## src/rtl/morpho_ctrl.sv

```systemverilog
// morpho_ctrl: frame-synchronous controller for the 3x3 morphological filter
// chain. Tracks line/frame geometry, flags context-window border pixels,
// checks line lengths, counts frames and holds configuration in shadow
// registers that are committed atomically at frame start.
module morpho_ctrl #(
  parameter int LINE_LENGTH = 800,
  parameter int CTX_SIZE    = 3,
  parameter int CNT_W       = 11
) (
  input  logic             iClk,
  input  logic             iRst_n,
  input  logic             iLineValid,
  input  logic             iFrameValid,
  input  logic             iCfgValid,
  output logic             oCfgReady,
  input  logic [1:0]       iCfgAddr,
  input  logic [7:0]       iCfgData,
  output logic [2:0]       oMode,
  output logic [7:0]       oThreshold,
  output logic             oEnable,
  output logic             oPending,
  output logic             oBorder,
  output logic [CNT_W-1:0] oColCnt,
  output logic [CNT_W-1:0] oRowCnt,
  output logic             oLineErr,
  output logic [7:0]       oFrameCnt
);

  localparam logic [1:0] ST_SYNC   = 2'd0;
  localparam logic [1:0] ST_VBLANK = 2'd1;
  localparam logic [1:0] ST_HBLANK = 2'd2;
  localparam logic [1:0] ST_LINE   = 2'd3;

  localparam logic [CNT_W-1:0] CNT_ZERO = {CNT_W{1'b0}};
  localparam logic [CNT_W-1:0] CNT_ONE  = {{(CNT_W-1){1'b0}}, 1'b1};
  localparam logic [CNT_W-1:0] CNT_MAX  = {CNT_W{1'b1}};
  localparam logic [CNT_W-1:0] LEN_C    = CNT_W'(LINE_LENGTH);
  localparam logic [CNT_W-1:0] EDGE_C   = CNT_W'(CTX_SIZE - 1);

  // Saturating increment so a runaway line cannot wrap the index back to 0.
  function automatic logic [CNT_W-1:0] sat_inc(input logic [CNT_W-1:0] v);
    if (v == CNT_MAX) begin
      return v;
    end else begin
      return v + CNT_ONE;
    end
  endfunction

  logic [1:0]       state_r, state_n;
  logic             lv_r, fv_r;
  logic [CNT_W-1:0] col_r, col_n, row_r, row_n;
  logic [7:0]       frame_r, frame_n;
  logic             line_err_r, border_r, pending_r;
  logic [2:0]       mode_r, sh_mode_r;
  logic [7:0]       thr_r, sh_thr_r;
  logic             en_r, sh_en_r;

  logic             fr_s, ff_s, lr_s, lf_s;
  logic             commit_s, xfer_s, clr_err_s;
  logic             line_end_s, len_bad_s, pix_s, border_n;
  logic [CNT_W-1:0] cur_row_s;

  assign fr_s = iFrameValid & ~fv_r;
  assign ff_s = ~iFrameValid & fv_r;
  assign lr_s = iLineValid & ~lv_r;
  assign lf_s = ~iLineValid & lv_r;

  // The commit cycle is the only cycle that refuses a config write, so the
  // shadow registers are never written and copied on the same edge.
  assign commit_s  = (state_r == ST_VBLANK) & fr_s;
  assign oCfgReady = ~commit_s;
  assign xfer_s    = iCfgValid & oCfgReady;
  assign clr_err_s = xfer_s & (iCfgAddr == 2'd3);

  assign len_bad_s = line_end_s & (col_r != LEN_C);

  // A pixel is presented whenever both qualifiers are high after sync is found.
  assign pix_s     = iFrameValid & iLineValid & (state_r != ST_SYNC);
  // The row register still holds last frame's count in VBLANK; the first
  // pixel of a frame is always row 0.
  assign cur_row_s = (state_r == ST_VBLANK) ? CNT_ZERO : row_r;
  assign border_n  = pix_s & ((col_r < EDGE_C) | (cur_row_s < EDGE_C));

  // Geometry FSM: next state, column/row indices and frame count.
  always_comb begin
    state_n    = state_r;
    col_n      = col_r;
    row_n      = row_r;
    frame_n    = frame_r;
    line_end_s = 1'b0;
    case (state_r)
      ST_SYNC: begin
        col_n = CNT_ZERO;
        row_n = CNT_ZERO;
        if (!iFrameValid) begin
          state_n = ST_VBLANK;
        end else begin
          state_n = ST_SYNC;
        end
      end
      ST_VBLANK: begin
        if (fr_s) begin
          row_n = CNT_ZERO;
          if (iLineValid) begin
            col_n   = CNT_ONE;
            state_n = ST_LINE;
          end else begin
            col_n   = CNT_ZERO;
            state_n = ST_HBLANK;
          end
        end else begin
          state_n = ST_VBLANK;
        end
      end
      ST_HBLANK: begin
        if (ff_s) begin
          frame_n = frame_r + 8'd1;
          state_n = ST_VBLANK;
        end else if (lr_s) begin
          col_n   = sat_inc(col_r);
          state_n = ST_LINE;
        end else begin
          state_n = ST_HBLANK;
        end
      end
      ST_LINE: begin
        if (ff_s || lf_s) begin
          line_end_s = 1'b1;
          col_n      = CNT_ZERO;
          row_n      = sat_inc(row_r);
          if (ff_s) begin
            frame_n = frame_r + 8'd1;
            state_n = ST_VBLANK;
          end else begin
            state_n = ST_HBLANK;
          end
        end else begin
          col_n   = sat_inc(col_r);
          state_n = ST_LINE;
        end
      end
      default: begin
        col_n   = CNT_ZERO;
        row_n   = CNT_ZERO;
        state_n = ST_SYNC;
      end
    endcase
  end

  // Geometry registers: qualifier history, FSM state, counters, border flag.
  always_ff @(posedge iClk or negedge iRst_n) begin
    if (!iRst_n) begin
      state_r  <= ST_SYNC;
      lv_r     <= 1'b0;
      fv_r     <= 1'b0;
      col_r    <= CNT_ZERO;
      row_r    <= CNT_ZERO;
      frame_r  <= 8'd0;
      border_r <= 1'b0;
    end else begin
      state_r  <= state_n;
      lv_r     <= iLineValid;
      fv_r     <= iFrameValid;
      col_r    <= col_n;
      row_r    <= row_n;
      frame_r  <= frame_n;
      border_r <= border_n;
    end
  end

  // Sticky line-length error; a detection beats a same-cycle clear.
  always_ff @(posedge iClk or negedge iRst_n) begin
    if (!iRst_n) begin
      line_err_r <= 1'b0;
    end else if (len_bad_s) begin
      line_err_r <= 1'b1;
    end else if (clr_err_s) begin
      line_err_r <= 1'b0;
    end
  end

  // Shadow writes and atomic shadow-to-active commit at frame start.
  always_ff @(posedge iClk or negedge iRst_n) begin
    if (!iRst_n) begin
      sh_mode_r <= 3'd0;
      sh_thr_r  <= 8'd0;
      sh_en_r   <= 1'b0;
      mode_r    <= 3'd0;
      thr_r     <= 8'd0;
      en_r      <= 1'b0;
      pending_r <= 1'b0;
    end else if (commit_s) begin
      mode_r    <= sh_mode_r;
      thr_r     <= sh_thr_r;
      en_r      <= sh_en_r;
      pending_r <= 1'b0;
    end else if (xfer_s) begin
      case (iCfgAddr)
        2'd0: begin
          // Undefined mode codes are swallowed without touching the shadow.
          if (iCfgData[2:0] <= 3'd4) begin
            sh_mode_r <= iCfgData[2:0];
            pending_r <= 1'b1;
          end
        end
        2'd1: begin
          sh_thr_r  <= iCfgData;
          pending_r <= 1'b1;
        end
        2'd2: begin
          sh_en_r   <= iCfgData[0];
          pending_r <= 1'b1;
        end
        default: begin
          // Address 3 only clears the line error, handled above.
        end
      endcase
    end
  end

  assign oMode      = mode_r;
  assign oThreshold = thr_r;
  assign oEnable    = en_r;
  assign oPending   = pending_r;
  assign oBorder    = border_r;
  assign oColCnt    = col_r;
  assign oRowCnt    = row_r;
  assign oLineErr   = line_err_r;
  assign oFrameCnt  = frame_r;

endmodule

```

## config.mk

```make
export PLATFORM = sky130hd
export DESIGN_NAME = morpho_ctrl
export DESIGN_NICKNAME = d
export VERILOG_FILES = /design/src/rtl/morpho_ctrl.sv
export SDC_FILE = /design/constraint.sdc
export NUM_CORES = 1
export LEC_CHECK = 0
export BUFFER_PORTS_ARGS = -buffer_cell sky130_fd_sc_hd__clkbuf_2
export CAP_MARGIN = 25
export CORE_ASPECT_RATIO = 0.75
export CORE_MARGIN = 2
export CORE_UTILIZATION = 49
export DETAILED_ROUTE_END_ITERATION = 10
export PLACE_DENSITY = 0.86
export SYNTH_ARGS = -nofsm -noshare
export SYNTH_HDL_FRONTEND = slang
export SYNTH_SLANG_ARGS = --single-unit
```

## constraint.sdc

```tcl
create_clock -name iClk -period 2.15 [get_ports iClk]
set_clock_uncertainty 0.2 [all_clocks]
set_input_delay 0 -clock iClk [delete_from_list [all_inputs] [get_ports iClk]]
set_output_delay 0 -clock iClk [all_outputs]
set_load 0.05 [all_outputs]
```

Yosys cells after proc, flatten, opt, wreduce, memory -nomap -nowiden. Index checks and enable logic that the tools add are counted.

Input port bits: 15. Output and inout port bits: 46. Register bits: 61.

Bitwise operators: 17. Multiplexer cells: 31. Equal/unequal tests: 15. Order comparisons: 3. Reduce and logical (&&, ||, !) cells: 17. $add $sub $neg: 3.

Operator list (count): $mux W11 (9); $pmux W11 S4 (1); $pmux W11 S3 (1); $add A11 B1 Y11 const B (2); $eq A11 B11 Y1 const B (2); $lt A11 B2 Y1 const B (2); $mux W8 (2); $pmux W8 S2 (1); $reduce_and A3 Y1 (4); $and A1 B1 Y1 (11); $mux W1 (11); $ne A11 B10 Y1 const B (1); $ne A2 B2 Y1 const B (5); $add A8 B1 Y8 const B (1); $eq A2 B2 Y1 const B (4); $mux W2 (4); $pmux W2 S4 (1); $reduce_and A4 Y1 (2); $reduce_bool A2 Y1 (4); $reduce_bool A3 Y1 (2); $not A1 Y1 (5); $eq A2 B1 Y1 const B (2); $logic_not A2 Y1 (2); $le A3 B3 Y1 const B (1); other kinds (6) (6).

Logic depth before layout (Yosys ltp). Gate-level depths: netlist of the first run.

Depth after elaboration: 8. Gate-level depth with buffers: 8. Depth with buffers taken out: 6.

Worst setup path after synthesis of the first run. Ideal clock, no wire load.

Kind: flip-flop to flip-flop. From: register row_r[1], in the netlist oRowCnt[1]. To: register row_r[5], in the netlist oRowCnt[5]. Stages on the path, launching flop included: 8. Data arrival time: 2.163 ns. Slack: -0.332 ns. Library setup time: 0.119 ns. Required time: 1.831 ns. Path through: dfrtp_1 -> ha_1 -> nand2_1 -> or4_4 -> o22ai_4 -> buf_6 -> nor4_1 -> o21a_1.

Word-level cells in the longest chain between the ends: 4. Elaborated cells between the ends (all ways): 7. Classes of those cells: 1 x add/sub; 2 x eq/ne; 3 x mux; 1 x reduce/logical.

Ends and longest elaborated chain: start: declaration (RTL line 51) `logic [CNT_W-1:0] col_r, col_n, row_r, row_n;`; start signal: assignment (RTL line 165) `row_r <= row_n;`; $add A11 B1 Y11 (RTL line 45) `return v + CNT_ONE;`; $mux W11 (RTL line 42) `if (v == CNT_MAX) begin`; $mux W11 (RTL line 127) `if (ff_s || lf_s) begin`; $pmux W11 S3 (RTL line 91) `case (state_r)`.

Several ways; a longest one is shown, not always the timed one. The select of a mux whose other input is x is not followed. A chain may end at the register's enable or synchronous reset.

Worst setup path in the final report of the first run.
From: register row_r[0], in the netlist oRowCnt[0]. To: register row_r[4], in the netlist oRowCnt[4].

The elaborated chain is that of the path after synthesis.

==> impl_results.md, run 1 <==
* Status: completed
* Tcrit/Tclk final at 96.0%
* Tmin final at roughly 2100 ps
* ANT cells at 0
* Clock Tree Root: clkbuf_8
* Place WS at -47.8 ps
* Clk_lat worst skew at 340 ps
* CTS tree: done
* Gate Count Post-Synth at between 200 and 300
* Worst r2r src: oRowCnt[0]
* FFs w/ async S/R, synth at 100%
* Logic pwr share at a little under two fifths
* Fmax at 484 MHz
* Placed Area at roughly 0.0036 mm2
* Worst-path fanout max at 8
* Pwr/cell area at between 1000 and 1500 mW/mm2
* CTS Sinks at between 60 and 70
* Via count at 2643
* Core area at 0.00586 mm2
* Fillcell total at about 470
* Ranking of synthesized cells by area: dfrtp_1 (51%), nand2_1 (7.1%), mux2_2 (4.9%)
* Post-synth top area share at 51.0%
* DIE HEIGHT at between 70 and 80 um
* Pre-Repair DR Iteration Count at 4
* Row count at 24
* Hold crit path type: primary input to asynchronous set/reset pin
* Most frequent cells in the layout: clkbuf_2 (60), nand2_1 (57), dfrtp_1 (46)
* H-tree Lvls at 3
* Global-route wire length before repair at ~12000 um
* Layer with the highest usage: met2
* Post-route cell area at between 0.003 and 0.004 mm2
* Syn Area/Cell at 10.0 um2
* CP Buf/Inv Count at 0
* Sequential share of the synthesized area at about half
* Synth Flop Type: dfrtp_1
* Post-synth EDFFs at 0
* Gpl congestion at 0.850
* DP Wirelength at 5330 um
* Crit path largest cell delay at ~550 ps
* First DRT Iteration DRCs at between 150 and 200
* Max clock buf depth at 2
* Clock Power Share at approximately a quarter
* Layout cell share with drive strength beyond 1 at between 30% and 40%
* I/O pins at 61
* NetSw at 1.74 mW
* IO Port Bufs at 60
* Starting Density at 51.1%
* Met3 Usage GRT at under 10%
* Startpoint Class: register
* RSZ-0062 raised after global routing: true
* Int Pwr at ~2.4 mW
* CP arrival at 2090 ps
* Sw frac at 41.8%
* CTS clk-pin slew, worst paths at around 70 ps
* Slew Limit Fails at 0
* Worst r2r dst: oRowCnt[4]
* Drc violations at 0
* Reg2reg setup slack at roughly 86 ps
* Warnings, synthesis at 0
* Top cell type by total area after synthesis: dfrtp_1
* Crit path max-delay family: simple AND/OR/NAND/NOR gates
* Total CTS buffers at 9
* Leak Pwr at 1.88 nW
* Final #Nets at between 400 and 500
* Final setup margin at about 86 ps
* Netlist Area Pre-Place at 0.00299 mm2
* Die X at 94.3 um
* Syn nets at around 320
* DIE AREA at 0.00676 mm2
* Routed WL at between 7000 and 8000 um
* Most common cell after layout, fill and taps aside: clkbuf_2
* Overflow left after global routing at 0
* Final Hold Vio Count at 0
* Avg WL per Cell at around 15 um
* Setup Crit Path Kind: register to register
* CP required at approximately 2200 ps
* Met1 Resource Use GR at a little under a third
* Vias in the first global route at around 2700
* Critical path cell sequence: ha_4 > nand2_1 > or4_4 > o22ai_2 > or3_2 > a21oi_2
* Pin count of the biggest net entering global routing at 39
* Worst slew margin at between 50 and 60%
* Slowest stage cell, crit path: or4_4
* Pwr Total at 4.16 mW
* Initial antenna violation count at 0
* Area grow syn2layout at 31.2%
* Setup TNS at 0 ps
* GRT Resource Usage Total at 23.8%
* Reg2Reg Depth at 6
* Library cells used by synthesis at 52
* Critical Path End Type: register
* Vias per cell at ~5.5
* Post CTS Setup Buffer Count at 0
* Antenna viol nets, final at 0
* Final Setup Violations at 0
* Sequential power share at between 30% and 40%
* Worst Tran Pin Value at 647 ps
* M2 GR Usage at about two fifths
* Number of max-cap violations at 0
* Peak supply drop at 0.000558 V
* #FFs+latches synth at 61
synth_stat cells (2+ instances only):
master and count:
a21oi_1 15, inv_1 12, nor4_1 4, ha_1 8
nand3_1 15, and3_1 2, nor2_1 8, dfrtp_1 61
o21ai_0 9, o211ai_1 3, nor3b_1 2, nor3_1 3
a21o_1 3, mux2_2 13, nand4_1 8, or4_1 6
xor2_1 2, o21ai_1 6, nand2b_1 4, nand2_1 57
and4_1 2, buf_2 4, xnor2_1 6, o31ai_1 3
a21oi_2 4, or3_2 4, or3_1 2, a31oi_1 4
and2_1 2, clkbuf_1 5
worst register-to-register path, stage by stage, from the launching register on:
cell and delay, ps:
dfrtp_2 390, ha_4 160, nand2_1 110, or4_4 550, o22ai_2 300, or3_2 190
a21oi_2 50
layer usage:
| metal | wire length [um] | vias to the layer above | part of all wire [%] |
|---|---|---|---|
| li1 | - | 1264 | - |
| met1 | 3260 | 1275 | 45 |
| met2 | 3490 | 92 | 48 |
| met3 | 480 | 12 | 6.6 |
| met4 | 85 | 0 | 1.2 |
| met5 | 0 | - | 0 |
cell families after synthesis:
logic type | Yosys count | synth area share, %
mux | 13 | 4.89
buf+inv | 24 | 3.55
simple gates | 127 | 21.7
compound gates | 58 | 13.2
fa+ha+maj | 8 | 3.34
flops | 61 | 51.0
xor+xnor | 8 | 2.34
worst max path at each step:
stage / start / endpoint / depth (start not counted)
after detailed placement: oColCnt[0] / oColCnt[0] / 6
after global placement: oColCnt[0] / oColCnt[0] / 6
final: oRowCnt[0] / oRowCnt[4] / 6
after global routing: oRowCnt[0] / oRowCnt[4] / 6
after floorplan: oRowCnt[0] / oRowCnt[5] / 7
after CTS: fv_r / oRowCnt[9] / 5
area by class of cell:
type	count	area [um2]	area share, %
inverter	13	48.8	1.24
clock inverter	4	47.5	1.21
sequential	61	1550	39.3
timing repair buffer	99	641	16.3
multi-input combinational	215	1400	35.7
clock buffer	12	145	3.70
tap	78	97.6	2.48
metrics by stage:
| stage | instances | hold WS, ps | utilization, % |
|---|---|---|---|
| floorplan | 299 | -496 | - |
| finish | 482 | 14.4 | 67.1 |
| global placement | 451 | -155 | 60.9 |
| CTS | 481 | 31.0 | 66.6 |
| detailed placement | 451 | -141 | 60.9 |
| global route | 482 | 66.3 | 67.1 |
power by group through the flow:
stage	Clock [mW]	Combinational (mW)	Sequential [mW]
floorplan	0	0.464	2.21
global placement	0	1.47	1.60
detailed placement	0	1.51	1.61
CTS	1.03	1.54	1.59
global route	1.10	1.66	1.63
finish	1.01	1.55	1.60
state kept, by name, indices dropped and copies added, names as in the netlist:
register	flops
oThreshold	8
oPending	1
sh_mode_r	3
fv_r	1
oRowCnt	11
sh_thr_r	8
lv_r	1
oEnable	1
oMode	3
oFrameCnt	8
oColCnt	11
state_r	2
oLineErr	1
sh_en_r	1
oBorder	1
what timing repair did:
item                       4_1_cts  5_1_grt
pin swaps                        0        2
cloned                           0        1
hold buffers                    14        0
resized for setup                1        4
hold endpoints to repair        81        0
setup endpoints to repair        2       15
No activity file was read; power rests on OpenSTA's default activity.
==> run 2: changes to the inputs <==
--- a/config.mk
+++ b/config.mk
@@ -7,11 +7,13 @@
 export LEC_CHECK = 0
 export BUFFER_PORTS_ARGS = -buffer_cell sky130_fd_sc_hd__clkbuf_2
 export CAP_MARGIN = 25
+export CELL_PAD_IN_SITES_DETAIL_PLACEMENT = 0
+export CELL_PAD_IN_SITES_GLOBAL_PLACEMENT = 2
 export CORE_ASPECT_RATIO = 0.75
 export CORE_MARGIN = 2
-export CORE_UTILIZATION = 49
+export CORE_UTILIZATION = 31
 export DETAILED_ROUTE_END_ITERATION = 10
-export PLACE_DENSITY = 0.86
+export PLACE_DENSITY = 0.87
 export SYNTH_ARGS = -nofsm -noshare
 export SYNTH_HDL_FRONTEND = slang
 export SYNTH_SLANG_ARGS = --single-unit
==> run 2 against run 1 <==
  * Non-clock buffer count is 6 higher
  * Setup slack improved by 4.5 ps
  * Wire length increased by 1.9%
  * Final cell count grew 12%
  * Sequential cell count unchanged
  * Design area rose by 5.2%
  * Maximum frequency grew 0.22%
  * Combinational power about the same
  * Sequential power is essentially flat
  * Sequential share of layout area decreased by 2.0 points
  * Largest power group unchanged
==> impl_results.md, run 2 (synthesis results as in run 1) <==
* Status: completed
* H-tree Lvls at 3
* Total CTS buffers at 9
* Final Setup Violations at 0
* ANT cells at 0
* Crit path largest cell delay at about 500 ps
* Most frequent cells in the layout: clkbuf_2 (60), nand2_1 (57), dfrtp_1 (47)
* RSZ-0062 raised after global routing: false
* Footprint of the multi-input gates at about 0.0014 mm2
* Number of max-cap violations at 0
* Hold slack at around 35 ps
* Fmax at between 400 and 500 MHz
* Worst r2r src: fv_r
* Leak Pwr at 1.95 nW
* DP Wirelength at about 5200 um
* Clock Tree Root: clkbuf_16
* CTS clk-pin slew, worst paths at ~50 ps
* CP required at between 2000 and 2500 ps
* Pre-Repair DR Iteration Count at 4
* Setup TNS at 0 ps
* Worst Tran Pin Value at about 680 ps
* Antenna viol nets, final at 0
* Pin count of the biggest net entering global routing at 34
* Gpl congestion at ~0.80
* Hold crit path type: primary input to asynchronous set/reset pin
* First DRT Iteration DRCs at between 100 and 150
* Drc violations at 0
* CTS Sinks at about 60
* Starting Density at between 30% and 40%
* Vias per cell at between 4 and 5
* Slowest stage cell, crit path: or4_1
* Pwr/cell area at 1110 mW/mm2
* I/O pins at 61
* Via count at approximately 2600
* Startpoint Class: register
* Storage cell area at 0.00154 mm2
* GRT Resource Usage Total at between 10% and 20%
* Critical path cell sequence: nand2b_4 > a21oi_2 > o22ai_4 > buf_12 > or4_1 > a21oi_1
* CTS tree: done
* Final Hold Vio Count at 0
* Routed WL at about 7500 um
* Setup Crit Path Kind: register to register
* Reg2reg setup slack at 90 ps
* Peak supply drop at slightly below 0.0006 V
* Vias in the first global route at between 2000 and 3000
* IO Port Bufs at 60
* Worst-path fanout max at 17
* Core area at ~0.0095 mm2
* Slew Limit Fails at 0
* Initial antenna violation count at 0
* Max clock buf depth at 2
* Fillcell total at 940
* Row count at 31
* Avg WL per Cell at about 14 um
* Worst r2r dst: oRowCnt[9]
* Area grow syn2layout at 38.0%
* Layout cell share with drive strength beyond 1 at around 37%
* Tmin final at between 2000 and 2500 ps
* Most common cell after layout, fill and taps aside: clkbuf_2
* Global-route wire length before repair at 12800 um
* CP arrival at between 2000 and 2500 ps
* Die X at 117 um
* DIE AREA at between 0.01 and 0.015 mm2
* DIE HEIGHT at about 90 um
* Critical Path End Type: register
* Tcrit/Tclk final at about 96%
* Final #Nets at 427
* Clk_lat worst skew at 330 ps
* Worst slew margin at 54.6%
* Overflow left after global routing at 0
* Reg2Reg Depth at 6
==> run 2: changes by cell type in the layout (fill, tap and decap cells not counted), sizes merged <==
cell and delta:
buf +5, clkbuf -2, clkinv +1, clkinvlp +1, dlygate4sd3 +1, o22ai -1
==> run 2: per-stage QoR <==
| step | util, % | power [mW] | std cells | instance area [um2] | setup slack (ps) |
|---|---|---|---|---|---|
| 2_1_floorplan | - | 2.68 | 299 | 3020 | -52.3 |
| 3_3_place_gp | 38.4 | 3.11 | 509 | 3660 | 89.4 |
| 3_5_place_dp | 38.4 | 3.13 | 509 | 3660 | 24.6 |
| 4_1_cts | 43.0 | 4.61 | 540 | 4100 | 30.9 |
| 5_1_grt | 43.3 | 4.84 | 541 | 4130 | 4.12 |
| 6_report | 43.3 | 4.58 | 541 | 4130 | 90.0 |
==> run 2: critical path: cells and delay by family, from the launching register on <==
| kind | cells | cell delay [ps] |
|---|---|---|
| AND/OR/NAND/NOR | 2 | 690 |
| AO/OA/AOI/OAI | 3 | 510 |
| buffers and inverters | 1 | 150 |
| flip-flops | 1 | 430 |
==> run 2: worst max path at each step <==
| stage | depth (start not counted) | endpoint | startpoint |
|---|---|---|---|
| after detailed placement | 5 | oRowCnt[9] | state_r[1] |
| after floorplan | 7 | oRowCnt[5] | oRowCnt[0] |
| after global routing | 6 | oRowCnt[9] | state_r[0] |
| after CTS | 5 | oRowCnt[9] | state_r[1] |
| final | 6 | oRowCnt[9] | fv_r |
| after global placement | 6 | oColCnt[0] | oColCnt[1] |
==> run 2: timing repair <==
action,in CTS,in global routing
buffers inserted,0,1
endpoints found under the setup margin,0,18
endpoints found under the hold margin,81,0
resized for setup,0,3
hold buffers,15,0
==> run 2: report_power, final <==
part	leakage (nW)	internal [mW]	switching, mW	total (mW)
logic	1.05	0.471	1.09	1.56
registers	0.762	1.39	0.198	1.59
clock network	0.138	0.894	0.534	1.43
total	1.95	2.76	1.82	4.58
==> run 2: layout make-up <==
type / instances / share of cell area, %
multi-input cells: 214 / 33.4
inverters: 13 / 1.18
clock inverters: 6 / 1.54
clock buffers: 10 / 5.54
well taps: 132 / 4.00
repair buffers: 105 / 17.0
flip-flops and latches: 61 / 37.4
==> run 2: layer usage <==
layer / share of wire, % / GRT usage [%]
met1: 51 / 21.4
met2: 43 / 23.6
met3: 5.0 / 4.91
met4: 1.5 / 6.13
met5: 0 / 0
